File: src/rtl/simt_divergence_ctrl.sv
// simt_divergence_ctrl
//   Per-warp branch divergence / reconvergence controller. Drives an external
//   SIMT reconvergence stack and keeps a DEPTH-entry side table that remembers,
//   for each nesting level, the else-path PC and whether the else path has
//   already been launched.
//
//   Optional statistics: define OPENGPU_DIVERGE_STATS_EN to get saturating
//   div_count / reconv_count counters. Without it both outputs are tied to 0.
//
// Ports
//   clk, rst_n          sole clock (rising edge), async active-low reset
//   br_valid/br_ready   branch handshake; br_cond per-lane condition
//   br_target_pc        taken-path PC
//   br_fall_pc          not-taken-path PC
//   br_reconv_pc        reconvergence PC (immediate post-dominator)
//   pc_valid, issue_pc  current warp PC at issue
//   active_mask         enabled lanes (registered)
//   redir_valid/pc      registered one-cycle PC redirect
//   busy                issue must hold (one-cycle settle after reconvergence)
//   ovf_err             sticky stack-overflow flag
//   stk_*               stack interface; an entry is packed as
//                       {reconv_pc, active_mask, taken_mask}
//   div_count, reconv_count  16-bit statistics

`ifndef SIMT_STACK_DEPTH
`define SIMT_STACK_DEPTH 8
`endif

module simt_divergence_ctrl #(
  parameter int WARP_SIZE  = 32,
  parameter int DATA_WIDTH = 32,
  parameter int DEPTH      = `SIMT_STACK_DEPTH
) (
  input  logic                                clk,
  input  logic                                rst_n,
  input  logic                                br_valid,
  output logic                                br_ready,
  input  logic [WARP_SIZE-1:0]                br_cond,
  input  logic [DATA_WIDTH-1:0]               br_target_pc,
  input  logic [DATA_WIDTH-1:0]               br_fall_pc,
  input  logic [DATA_WIDTH-1:0]               br_reconv_pc,
  input  logic                                pc_valid,
  input  logic [DATA_WIDTH-1:0]               issue_pc,
  output logic [WARP_SIZE-1:0]                active_mask,
  output logic                                redir_valid,
  output logic [DATA_WIDTH-1:0]               redir_pc,
  output logic                                busy,
  output logic                                ovf_err,
  output logic                                stk_push,
  output logic                                stk_pop,
  output logic [DATA_WIDTH+2*WARP_SIZE-1:0]   stk_push_entry,
  input  logic [DATA_WIDTH+2*WARP_SIZE-1:0]   stk_top_entry,
  input  logic                                stk_empty,
  input  logic                                stk_full,
  input  logic [$clog2(DEPTH):0]              stk_depth,
  output logic [DATA_WIDTH-1:0]               stk_current_pc,
  input  logic                                stk_at_reconv,
  output logic [15:0]                         div_count,
  output logic [15:0]                         reconv_count
);

  localparam int IW = $clog2(DEPTH);
  localparam logic [IW:0] DEPTH_ONE = (IW+1)'(1);

  typedef enum logic {RUN, SETTLE} state_t;
  state_t state;

  logic [DATA_WIDTH-1:0] else_pc [DEPTH];
  logic [DEPTH-1:0]      phase;

  logic [DATA_WIDTH-1:0] unused_top_reconv;
  logic [WARP_SIZE-1:0]  top_active;
  logic [WARP_SIZE-1:0]  top_taken;
  logic [WARP_SIZE-1:0]  taken;
  logic [IW-1:0]         idx_push;
  logic [IW-1:0]         idx_top;
  logic                  reconv_hit;
  logic                  accept;
  logic                  divergent;

  // The controller only needs the masks of the top entry; the stack itself
  // evaluates the reconvergence PC and reports it through stk_at_reconv.
  assign {unused_top_reconv, top_active, top_taken} = stk_top_entry;

  // New level goes in at the current depth; the live level sits one below.
  assign idx_push = stk_depth[IW-1:0];
  assign idx_top  = IW'(stk_depth - DEPTH_ONE);

  assign reconv_hit = (state == RUN) & pc_valid & ~stk_empty & stk_at_reconv;
  // Reconvergence wins over a same-cycle branch, so push and pop are exclusive.
  assign br_ready   = (state == RUN) & ~reconv_hit;
  assign accept     = br_valid & br_ready;
  assign taken      = br_cond & active_mask;
  assign divergent  = (taken != '0) && (taken != active_mask);

  assign stk_push       = accept & divergent & ~stk_full;
  assign stk_pop        = reconv_hit & phase[idx_top];
  assign stk_push_entry = {br_reconv_pc, active_mask, taken};
  assign stk_current_pc = issue_pc;
  assign busy           = (state == SETTLE);

  always_ff @(posedge clk or negedge rst_n) begin
    if (!rst_n) begin
      state       <= RUN;
      active_mask <= '1;
      redir_valid <= 1'b0;
      redir_pc    <= '0;
      ovf_err     <= 1'b0;
      phase       <= '0;
      for (int unsigned i = 0; i < DEPTH; i++) begin
        else_pc[i] <= '0;
      end
    end else begin
      redir_valid <= 1'b0;
      unique case (state)
        RUN: begin
          if (reconv_hit) begin
            // Always settle one cycle so a parent level sharing this
            // reconvergence PC is evaluated against the updated stack.
            state <= SETTLE;
            if (!phase[idx_top]) begin
              active_mask      <= top_active & ~top_taken;
              redir_valid      <= 1'b1;
              redir_pc         <= else_pc[idx_top];
              phase[idx_top]   <= 1'b1;
            end else begin
              active_mask      <= top_active;
              phase[idx_top]   <= 1'b0;
            end
          end else if (accept) begin
            redir_valid <= 1'b1;
            if (divergent && !stk_full) begin
              active_mask       <= taken;
              redir_pc          <= br_target_pc;
              else_pc[idx_push] <= br_fall_pc;
              phase[idx_push]   <= 1'b0;
            end else if (taken == '0) begin
              redir_pc <= br_fall_pc;
            end else begin
              // Uniform taken, or divergent with no room: run the taken path
              // with the full mask and flag the lost else path.
              redir_pc <= br_target_pc;
              if (divergent) begin
                ovf_err <= 1'b1;
              end
            end
          end
        end
        SETTLE: begin
          state <= RUN;
        end
        default: state <= RUN;
      endcase
    end
  end

`ifdef OPENGPU_DIVERGE_STATS_EN
  always_ff @(posedge clk or negedge rst_n) begin
    if (!rst_n) begin
      div_count    <= '0;
      reconv_count <= '0;
    end else begin
      if (stk_push && (div_count != 16'hFFFF)) begin
        div_count <= div_count + 16'd1;
      end
      if (stk_pop && (reconv_count != 16'hFFFF)) begin
        reconv_count <= reconv_count + 16'd1;
      end
    end
  end
`else
  assign div_count    = '0;
  assign reconv_count = '0;
`endif

endmodule

File: config.mk
export PLATFORM = sky130hd
export DESIGN_NAME = simt_divergence_ctrl
export DESIGN_NICKNAME = d
export VERILOG_FILES = /design/src/rtl/simt_divergence_ctrl.sv
export SDC_FILE = /design/constraint.sdc
export NUM_CORES = 1
export LEC_CHECK = 0
export BUFFER_PORTS_ARGS = -buffer_cell sky130_fd_sc_hd__buf_4
export CORE_AREA = 2 2 193 195
export CTS_BUF_LIST = sky130_fd_sc_hd__clkbuf_4
export DETAILED_ROUTE_END_ITERATION = 6
export DIE_AREA = 0 0 195 197
export PLACE_DENSITY = 0.74
export SETUP_SLACK_MARGIN = 0.15
export SYNTH_ARGS = -nofsm -noshare
export SYNTH_HDL_FRONTEND = slang
export SYNTH_SLANG_ARGS = --single-unit
File: constraint.sdc
create_clock -name clk -period 4.4 [get_ports clk]
set_clock_uncertainty 0.15 [all_clocks]
set_input_delay 0.88 -clock clk [delete_from_list [all_inputs] [get_ports clk]]
set_output_delay 0.88 -clock clk [all_outputs]
set_load 0.01 [all_outputs]
* After elaboration in Yosys (flattened, before gate mapping)
Cells that the tools add are included. Widths: inputs -> output; s select.
Cells by class: $add $sub $neg 1, eq/ne operators 2, mux-type cells 31, reductions and logical operators 14, $lt $le $gt $ge 7, bitwise gates (word level) 24
Operators with widths (count):
- $mux 32 | 12
- $bwmux 256 | 1
- $bmux 32 s3 | 1
- $demux 32 s3 | 1
- $and 32x32->32 | 2
- $logic_not 32->1 | 1
- $mux 8 | 4
- $ne 32x32->1 | 1
- $not 32->32 | 1
- $reduce_bool 32->1 | 1
- $and 8x8->8 | 2
- $not 8->8 | 2
- $and 1x1->1 | 8
- $ge 4x4->1 const B | 2
- $lt 3x4->1 const B | 2
- $mux 1 | 8
- $not 3->4 | 2
- $or 8x8->8 | 1
- $demux 1 s3 | 2
- $ge 3x1->1 const B | 2
- $not 1->1 | 6
- $reduce_and 3->1 | 2
- $reduce_and 6->1 | 1
- $logic_and 1x1->1 | 5
- 8 further kinds | 9
Storage, ports and cells: input bits 267, bits in registers 331, output and inout port bits 230

* Depth between registers and ports, before layout
Gate-level depths: netlist of the first run.
depth after elaboration 10, gate-level depth with buffers 13, mapped depth without buffers 8

* Least setup slack after synthesis of the first run
Ideal clock, no wire load.
path type input port to output port, start in stk_depth[0], end out stk_pop, slack 0.321 ns, path buffers 4, data arrival time 3.049 ns, cell stages on the path 9, path through inv_1 -> clkbuf_1 -> clkbuf_1 -> ha_1 -> clkbuf_1 -> mux4_2 -> mux2i_1 -> clkbuf_1 -> nor2_1
On the way: cells in the longest elaborated chain, start to end 4
Ends and longest elaborated chain:
- start, declared | RTL line 55 | input logic [$clog2(DEPTH):0] stk_depth,
- $sub 3x1->3 | RTL line 87 | assign idx_top = IW'(stk_depth - DEPTH_ONE);
- $bmux 1 s3 | RTL line 97 | assign stk_pop = reconv_hit & phase[idx_top];
- $mux 1 (implied by the code) | RTL line 97
- $and 1x1->1 | RTL line 97
- end, declared | RTL line 50 | output logic stk_pop,
Every way passes these cells. The select of a mux whose other input is x is not followed.

* Final worst setup path of the first run
start reg active_mask[1], end out stk_push
On the way: cells in the longest elaborated chain, start to end 5, elaborated cells between the ends (all ways) 6
Ends and longest elaborated chain:
- start, declared | RTL line 44 | output logic [WARP_SIZE-1:0] active_mask,
- start signal, assigned | RTL line 122 | active_mask <= top_active & ~top_taken;
- start signal, assigned | RTL line 127 | active_mask <= top_active;
- start signal, assigned | RTL line 133 | active_mask <= taken;
- $and 32x32->32 | RTL line 93 | assign taken = br_cond & active_mask;
- $ne 32x32->1 or $reduce_bool 32->1 (tied branches) | RTL line 94 | assign divergent = (taken != '0) && (taken != active_mask);
- $logic_and 1x1->1 * | RTL line 94
- $and 1x1->1 * (2 in a row) | RTL line 96 | assign stk_push = accept & divergent & ~stk_full;
- end, declared | RTL line 49 | output logic stk_push,
Every way passes the cells marked *; elsewhere a longest branch is shown, timed or not.

==> results.ini, run 1 <==
[worst_setup_path]
crit_top_cell=or4_1
r2r-start=active_mask[1]
crit_slowest_cell=or4_1
worst_setup_path_start_kind=flop
worstSetupPathType=flop to output pin
reg2regPathDepth=8
cp_top_family=simple AND/OR/NAND/NOR gates
slowest_delay_ns=0.65
path_buf_inv=1
critPathRequiredTime_ns=3.37
path_cells=and2_1 > or4_1 > or4_1 > o21ai_4 > nor2_1 > buf_4
endpoint_kind=output pin
rrSetupSlack_ns=1.24
critPathMaxFanout=5
crit_arrival_ns=3.01
r2r_end=else_pc[204]

[power]
power_density_nw_per_um2=479
leakagePower_uw=0.00950
switchingPower_uw=3130
p_seq_share_pct=45.7
switching_share_pct=31.9
comb_power_share_pct=26.8
clock_power_share_pct=27.5
p_int_uw=6690
ir_drop_v=0.000221

[synthesis]
synth-seq-cells=331
ys_types=53
async_reset_ff_share_pct=100
ys_seq_area_share_pct=48.4
netlist_area_um2=17200
synth_ff_type=dfrtp_1
syn_area_per_cell_um2=10.9
yosys_warnings=0
synth_edf_count=0
synthCells=1583

[worst_hold_path]
hp-class=input pin to async pin

[timing]
slew_headroom_pct=30.4
tightestPinTransition_ns=1.04
tns_ns=0
finalCritPeriodShare_pct=91.9
setup_viol=0
min_period_ns=4.04
finalHoldViolations=0
fmax_mhz=247
final_max_slew_viol_count=0
rsz0062_at_grt=no

[cells_and_area]
drive_above_1_share_pct=41.1
seq_area_um2=8320
area_delta_synth_final_pct=19.3
nNetsFinal=2104
fillCellCount=3103
multiInputGateArea_um2=7510
fin_util_pct=56.6

[placed_design]
gp_congestion=0.907
dp_hpwl_um=43400
io_buffers=303

[clock_network]
cts_resized=0
clk_latency_ns=0.76
root_buffer=clkbuf_4
clkTransAtPathRegs_ns=0.07
cts_made_buffers=87
htreeDepth=3
hold_buffers=0
tritoncts=done
post_cts_buffers=0
clock-sinks=331
cts_max_path_buffers=3

[die]
pin_count=497
start_util_pct=47.5
dieHeight_um=197
dieArea_um2=38400
coreArea_um2=36300
rows=70
die-width_um=195

[grt]
grt_overflow=0
antenna_found_initial=3
grt_pass1_vias=14100
grt_max_degree=134
grt_pass1_wl_um=89800
grt_usage_pct=31.4

[route]
first_pass_iters=7
vias=14100
via_per_inst=5.93
drc=0
drt_iter0_markers=936
ant_nets=0
wirelength_um=60800
wire_per_inst_um=25.7

[outcome]
status=completed

[flow_run]
max-cap-violations=0

metrics by stage:
| stage | power, µW | setup WS, ns | cell area, µm² | instances | hold WS (ns) |
|---|---|---|---|---|---|
| 5_1_grt | 10400 | 0.238 | 20500 | 2372 | 0.176 |
| 6_report | 9830 | 0.357 | 20500 | 2372 | 0.117 |
| 2_1_floorplan | 6100 | 0.321 | 17300 | 1614 | 0.306 |
| 4_1_cts | 9880 | 0.298 | 20500 | 2370 | 0.137 |
| 3_3_place_gp | 7020 | 0.507 | 19400 | 2215 | 0.315 |
| 3_5_place_dp | 7170 | 0.521 | 19400 | 2215 | 0.321 |
power by group through the flow:
| stage | Combinational (µW) | Clock (µW) | Sequential, µW |
|---|---|---|---|
| CTS | 2640 | 2750 | 4480 |
| global placement | 2550 | 0 | 4470 |
| finish | 2640 | 2700 | 4490 |
| floorplan | 1690 | 0 | 4410 |
| global route | 2840 | 2930 | 4590 |
| detailed placement | 2630 | 0 | 4540 |
routing by layer:
layer | global-route usage (%) | vias up | part of all wire, %
li1 | - | 6147 | -
met1 | 37.7 | 7123 | 38
met2 | 51.6 | 685 | 48
met3 | 12.5 | 117 | 11
met4 | 9.98 | 4 | 2.6
met5 | 2.30 | - | 0.23
sequential cells by signal, indices dropped and copies added (netlist names), named ones only:
register	cells
redir_pc	32
redir_valid	1
else_pc	256
busy	1
ovf_err	1
active_mask	32
kinds of logic (layout without fill, tap and decap cells):
kind of cell,Yosys count,after routing,synth area share [%]
fa+ha+maj,1,1,0.0727
flops,331,331,48.4
simple gates,348,348,10.1
other cells,1,34,0.0218
mux,308,308,20.3
xor+xnor,2,2,0.102
compound gates,325,325,12.0
buf+inv,267,555,9.01
worst max path at each step:
stage,from,to,slack [ns],depth (start not counted)
after global placement,br_cond[1],stk_push,0.51,7
final,active_mask[1],stk_push,0.36,6
after floorplan,stk_depth[0],stk_pop,0.32,9
after global routing,active_mask[1],stk_push,0.24,6
after detailed placement,br_cond[1],stk_push,0.52,7
after CTS,active_mask[1],stk_push,0.30,6
final cells by class:
cell class / count / area share [%]
Antenna cell: 2 / 0.0244
Clock buffer: 131 / 4.79
Clock inverter: 24 / 0.622
Inverter: 28 / 0.512
Multi-Input combinational cell: 1016 / 36.6
Sequential cell: 331 / 40.5
Tap cell: 468 / 2.85
Timing Repair Buffer: 372 / 14.1
Yosys cell counts, types with 27 or more instances:
cell | n | area share (%)
nand2_1 | 110 | 2.4
dfrtp_1 | 299 | 43
a21oi_1 | 62 | 1.8
buf_4 | 138 | 6.0
o31ai_1 | 46 | 2.0
o21ai_0 | 85 | 2.5
mux2_2 | 212 | 14
inv_1 | 27 | 0.59
dfstp_2 | 32 | 4.9
clkbuf_1 | 64 | 1.4
mux2i_1 | 44 | 2.6
mux2_1 | 45 | 2.9
and2_1 | 33 | 1.2
nand3_1 | 119 | 3.5
layout by cell type, fill, tap and decap left out, drive strengths merged, types with 33 or more instances in the layout:
master	count
a21oi	62
and2	33
buf	372
clkbuf	131
dfrtp	299
mux2	257
mux2i	44
nand2	111
nand3	120
o21ai	107
o31ai	46
Note: power is estimated with default switching activity, not from simulation.
==> inputs of run 2 (changes only) <==
==> config.mk (replaced) <==
export PLATFORM = sky130hd
export DESIGN_NAME = simt_divergence_ctrl
export DESIGN_NICKNAME = d
export VERILOG_FILES = /design/src/rtl/simt_divergence_ctrl.sv
export SDC_FILE = /design/constraint.sdc
export NUM_CORES = 1
export LEC_CHECK = 0
export CORE_AREA = 2 2 194 196
export CTS_BUF_LIST = sky130_fd_sc_hd__clkbuf_4
export DETAILED_ROUTE_END_ITERATION = 6
export DIE_AREA = 0 0 196 198
export DONT_BUFFER_PORTS = 1
export PLACE_DENSITY_LB_ADDON = 0.08
export SETUP_SLACK_MARGIN = 0.15
export SYNTH_ARGS = -nofsm -noshare
export SYNTH_HDL_FRONTEND = slang
export SYNTH_SLANG_ARGS = --single-unit
==> results.ini, run 2 (same netlist as run 1, synthesis figures left out) <==
[power]
p_seq_share_pct=48.6  ; was 45.7%
p_int_uw=6540  ; was 6690 µW
clock_power_share_pct=30.8  ; was 27.5%
comb_power_share_pct=20.7  ; was 26.8%
ir_drop_v=0.000221  ; about the same
switchingPower_uw=2960  ; was 3130 µW
leakagePower_uw=0.00797  ; was 0.00950 µW
power_density_nw_per_um2=522  ; was 479 nW/µm²
p_total_uw=9500  ; was 9830 µW
switching_share_pct=31.2  ; was 31.9%

[flow_run]
max-cap-violations=0  ; unchanged

[route]
drc=0  ; unchanged
via_per_inst=6.11  ; was 5.93
top_layer=met5  ; unchanged
drt_iter0_markers=731  ; was 936
met2WireLength_um=27200  ; was 29200 µm
route.layer.met1.wl_um=24800  ; was 23200 µm
vias=12600  ; was 14100
wire_per_inst_um=28.2  ; was 25.7 µm
wirelength_um=58300  ; was 60800 µm
first_pass_iters=5  ; was 7
dr_wl_met3_um=5440  ; was 6760 µm
ant_nets=0  ; unchanged

[clock_network]
clock-sinks=331  ; unchanged
post_cts_buffers=0  ; unchanged
clkTransAtPathRegs_ns=0.07  ; about the same
tritoncts=done  ; unchanged
cts_max_path_buffers=3  ; unchanged
root_buffer=clkbuf_4  ; unchanged
clk_latency_ns=0.77  ; was 0.76 ns
htreeDepth=3  ; unchanged
cts_made_buffers=91  ; was 87

[timing]
setup_viol=0  ; unchanged
slew_headroom_pct=29.1  ; was 30.4%
min_period_ns=4.09  ; was 4.04 ns
final_max_slew_viol_count=0  ; unchanged
tightestPinTransition_ns=1.06  ; was 1.04 ns
holdWs_ns=-0.321  ; was 0.117 ns
finalHoldViolations=306  ; was 0
rsz0062_at_grt=no  ; unchanged
finalCritPeriodShare_pct=93.0  ; was 91.9%
fmax_mhz=244  ; was 247 MHz
tns_ns=0  ; unchanged

[die]
start_util_pct=46.6  ; was 47.5%
pin_count=497  ; unchanged
rows=71  ; was 70
coreArea_um2=37000  ; was 36300 µm²
dieHeight_um=198  ; was 197 µm
dieArea_um2=38800  ; was 38400 µm²
die-width_um=196  ; was 195 µm

[worst_hold_path]
hp-class=input pin to async pin  ; unchanged

[worst_setup_path]
slowest_delay_ns=0.63  ; was 0.65 ns
cp_top_family=simple AND/OR/NAND/NOR gates  ; unchanged
worstSetupPathType=flop to output pin  ; unchanged
crit_arrival_ns=3.06  ; was 3.01 ns
critPathMaxFanout=5  ; unchanged
endpoint_kind=output pin  ; unchanged
path_cells=and2_1 > or4_1 > or4_1 > o21ai_4 > nor2_1  ; was and2_1 > or4_1 > or4_1 > o21ai_4 > nor2_1 > buf_4
crit_slowest_cell=or4_1  ; unchanged
path_buf_inv=0  ; was 1
crit_top_cell=or4_1  ; unchanged
critPathRequiredTime_ns=3.37  ; about the same
worst_setup_path_start_kind=flop  ; unchanged

[grt]
grt_overflow=0  ; unchanged
antenna_found_initial=3  ; unchanged
grt_usage_pct=30.2  ; was 31.4%
grt_pass1_vias=12600  ; was 14100
grt_pass1_wl_um=85700  ; was 89800 µm
grt_max_degree=332  ; was 134

[placed_design]
io_buffers=0  ; was 303
dp_hpwl_um=38600  ; was 43400 µm
gp_congestion=0.875  ; was 0.907

[cells_and_area]
largest_reg_flops=256  ; unchanged
top_regs=else_pc (256), active_mask (32), redir_pc (32)  ; unchanged
fin_util_pct=49.3  ; was 56.6%
final_common_cell=dfrtp_1  ; was buf_4
nNetsFinal=1786  ; was 2104
regMostFlops=else_pc  ; unchanged
most-common-layout-cells=dfrtp_1 (299), mux2_2 (212), clkbuf_4 (151)  ; was buf_4 (364), dfrtp_1 (299), mux2_2 (212)
drive_above_1_share_pct=30.1  ; was 41.1%
area_delta_synth_final_pct=5.87  ; was 19.3%

[outcome]
status=complete, but fails checks  ; was completed
violations=negative hold slack

[run 2: changes by cell type in the layout (fill, tap and decap cells not counted), sizes merged]
cell / change
inv: -1
buf: -322
clkinv: -5
clkinvlp: -1
clkbuf: +20
[run 2: power by group through the flow]
stage	Clock (µW)	Combinational, µW	Sequential (µW)
5_1_grt	3190	2160	4720
6_report	2930	1960	4610
2_1_floorplan	0	1690	4410
3_5_place_dp	0	1960	4660
3_3_place_gp	0	1910	4620
4_1_cts	3010	1970	4610
[run 2: metal layers]
| metal | global-route usage [%] | vias up |
|---|---|---|
| met4 | 8.14 | 2 |
| met3 | 10.7 | 74 |
| met1 | 39.5 | 6545 |
| met2 | 47.8 | 505 |
| li1 | - | 5523 |
| met5 | 0 | - |
[run 2: worst paths after layout]
path / start / endpoint / slack (ns) / cells past startpoint
min: rst_n / else_pc[214] / -0.32 / 0
min reg2reg: else_pc[215] / else_pc[215] / 0.34 / 1
max reg2reg: active_mask[7] / else_pc[206] / 0.99 / 7
min in group clk: stk_top_entry[40] / active_mask[8] / 0.06 / 2
max: active_mask[7] / stk_push / 0.31 / 5
max in group asynchronous: rst_n / async pin / 3.74 / 0
[run 2: layout make-up]
type	instances	area, µm²
fillers	3500	18700
flip-flops and latches	331	8320
clock buffers	151	1130
inverters	28	105
diodes	2	5.00
multi-input cells	1016	7530
well taps	474	593
repair buffers	50	438
clock inverters	17	96.3
[run 2: what timing repair did]
action | 4_1_cts | 5_1_grt
gates resized for setup | 2 | 1
hold endpoints to repair | 331 | 330
endpoints found under the setup margin | 1 | 1
[run 2: per-stage QoR]
step	setup slack (ns)	std cells	instance area [µm²]
final	0.308	2069	18200
after global routing	0.234	2068	18200
after CTS	0.156	2067	18200
after detailed placement	0.573	1899	17000
after global placement	0.578	1899	17000
after floorplan	0.321	1614	17300
==> inputs of run 3 (changes only) <==
--- a/config.mk
+++ b/config.mk
@@ -6,12 +6,13 @@
 export NUM_CORES = 1
 export LEC_CHECK = 0
 export CORE_AREA = 2 2 194 196
-export CTS_BUF_LIST = sky130_fd_sc_hd__clkbuf_4
+export CTS_BUF_LIST = sky130_fd_sc_hd__clkbuf_4 sky130_fd_sc_hd__clkbuf_8 sky130_fd_sc_hd__clkbuf_16
 export DETAILED_ROUTE_END_ITERATION = 6
 export DIE_AREA = 0 0 196 198
 export DONT_BUFFER_PORTS = 1
 export PLACE_DENSITY_LB_ADDON = 0.08
 export SETUP_SLACK_MARGIN = 0.15
+export SLEW_MARGIN = 20
 export SYNTH_ARGS = -nofsm -noshare
 export SYNTH_HDL_FRONTEND = slang
 export SYNTH_SLANG_ARGS = --single-unit
==> results.ini, run 3 (same netlist as run 1, synthesis figures left out) <==
[cells_and_area]
nNetsFinal=1734  ; was 1786
final_common_cell=dfrtp_1  ; unchanged
top_regs=else_pc (256), active_mask (32), redir_pc (32)  ; unchanged
area_delta_synth_final_pct=5.98  ; was 5.87%
regMostFlops=else_pc  ; unchanged
largest_reg_flops=256  ; unchanged
fin_util_pct=49.4  ; was 49.3%
drive_above_1_share_pct=26.1  ; was 30.1%
finalNonFillerCells=1970  ; was 2069
design_area_um2=18200  ; about the same
most-common-layout-cells=dfrtp_1 (299), mux2_2 (212), nand3_1 (118)  ; was dfrtp_1 (299), mux2_2 (212), clkbuf_4 (151)

[route]
wire_per_inst_um=29.3  ; was 28.2 µm
wirelength_um=57700  ; was 58300 µm
drt_iter0_markers=802  ; was 731
drc=0  ; unchanged
ant_nets=0  ; unchanged
vias=12300  ; was 12600
via_per_inst=6.22  ; was 6.11
first_pass_iters=7  ; was 5

[timing]
holdWs_ns=-0.0688  ; was -0.321 ns
fmax_mhz=251  ; was 244 MHz
tightestPinTransition_ns=1.03  ; was 1.06 ns
tns_ns=0  ; unchanged
finalCritPeriodShare_pct=90.5  ; was 93.0%
slew_headroom_pct=31.3  ; was 29.1%
final_max_slew_viol_count=0  ; unchanged
rsz0062_at_grt=no  ; unchanged
min_period_ns=3.98  ; was 4.09 ns
finalHoldViolations=38  ; was 306
setup_viol=0  ; unchanged

[power]
power_density_nw_per_um2=534  ; was 522 nW/µm²
leakagePower_uw=0.00787  ; was 0.00797 µW
ir_drop_v=0.000258  ; was 0.000221 V

[grt]
grt_pass1_vias=12000  ; was 12600
antenna_found_initial=2  ; was 3
grt_pass1_wl_um=84600  ; was 85700 µm
grt_overflow=0  ; unchanged
grt_usage_pct=29.7  ; was 30.2%
grt_max_degree=332  ; unchanged

[worst_setup_path]
crit_arrival_ns=2.95  ; was 3.06 ns
reg2regPathDepth=7  ; unchanged
crit_slowest_cell=or4_2  ; was or4_1
worstSetupPathType=flop to output pin  ; unchanged
path_cells=and2_1 > or4_1 > or4_2 > o21ai_4 > nor2_1  ; was and2_1 > or4_1 > or4_1 > o21ai_4 > nor2_1
r2r-start=active_mask[30]  ; was active_mask[7]
critPathMaxFanout=5  ; unchanged
endpoint_kind=output pin  ; unchanged
worst_setup_path_start_kind=flop  ; unchanged
slowest_delay_ns=0.72  ; was 0.63 ns
cp-startpoint=active_mask[30]  ; was active_mask[7]
critPathRequiredTime_ns=3.37  ; about the same

[die]
rows=71  ; unchanged
start_util_pct=46.6  ; unchanged
coreArea_um2=37000  ; unchanged
dieHeight_um=198  ; unchanged
dieArea_um2=38800  ; unchanged
die-width_um=196  ; unchanged
pin_count=497  ; unchanged

[placed_design]
dp.cells=1899  ; unchanged
gp_congestion=0.875  ; unchanged
postPlaceCellArea_um2=17000  ; unchanged
dp_hpwl_um=38600  ; unchanged
io_buffers=0  ; unchanged

[outcome]
violations=negative hold slack  ; unchanged
status=complete, but fails checks  ; unchanged

[clock_network]
cts_max_path_buffers=3  ; unchanged
root_buffer=clkbuf_16  ; was clkbuf_4
post_cts_buffers=0  ; unchanged
clock-sinks=331  ; unchanged
clk_latency_ns=0.54  ; was 0.77 ns
cts_made_buffers=39  ; was 91
clkTransAtPathRegs_ns=0.06  ; was 0.07 ns
cts_resized=0  ; was 2
htreeDepth=2  ; was 3
tritoncts=done  ; unchanged

[flow_run]
max-cap-violations=0  ; unchanged

[worst_hold_path]
hp-class=input pin to async pin  ; unchanged

[run 3: path summary, 6_finish.rpt]
check	slack [ns]	end
max in group asynchronous	3.37	async pin
worst min-delay path	-0.07	else_pc[214]
worst max register to register	0.97	active_mask[7]
min in group clk	0.29	active_mask[16]
worst min register to register	0.34	else_pc[76]
worst max-delay path	0.42	stk_push
[run 3: final cells by class]
type	instances	area [µm²]
Clock inverter	13	73.8
Clock buffer	56	1180
Sequential cell	331	8320
Fill cell	3430	18700
Timing Repair Buffer	50	438
Antenna cell	2	5.00
Inverter	28	105
Tap cell	474	593
Multi-Input combinational cell	1016	7520
[run 3: where the power goes]
group,total (µW),switching [µW],internal (µW)
logic,1960,987,969
clock network,3160,1290,1870
registers,4620,645,3970
total,9740,2930,6810
[run 3: metal layers]
| metal | vias up | track usage [%] | routed length, µm |
|---|---|---|---|
| met5 | - | 0 | 0 |
| met4 | 0 | 5.89 | 939 |
| met3 | 73 | 8.82 | 4970 |
| met2 | 485 | 47.2 | 26700 |
| met1 | 6344 | 40.4 | 25100 |
| li1 | 5355 | - | - |
[run 3: worst max-delay path, delay by kind of cell (launching register included)]
family	cells	cell delay [ns]
and+or+nand+nor	4	1.78
AOI/OAI and AO/OA	1	0.20
DFF	1	0.45
[run 3: per-stage QoR]
step | setup WS [ns] | hold slack [ns] | total power (µW)
floorplan | 0.321 | 0.306 | 6100
global placement | 0.578 | 0.318 | 6540
detailed placement | 0.573 | 0.328 | 6630
CTS | 0.376 | -0.107 | 9810
global route | 0.365 | -0.0998 | 10200
finish | 0.416 | -0.0688 | 9740
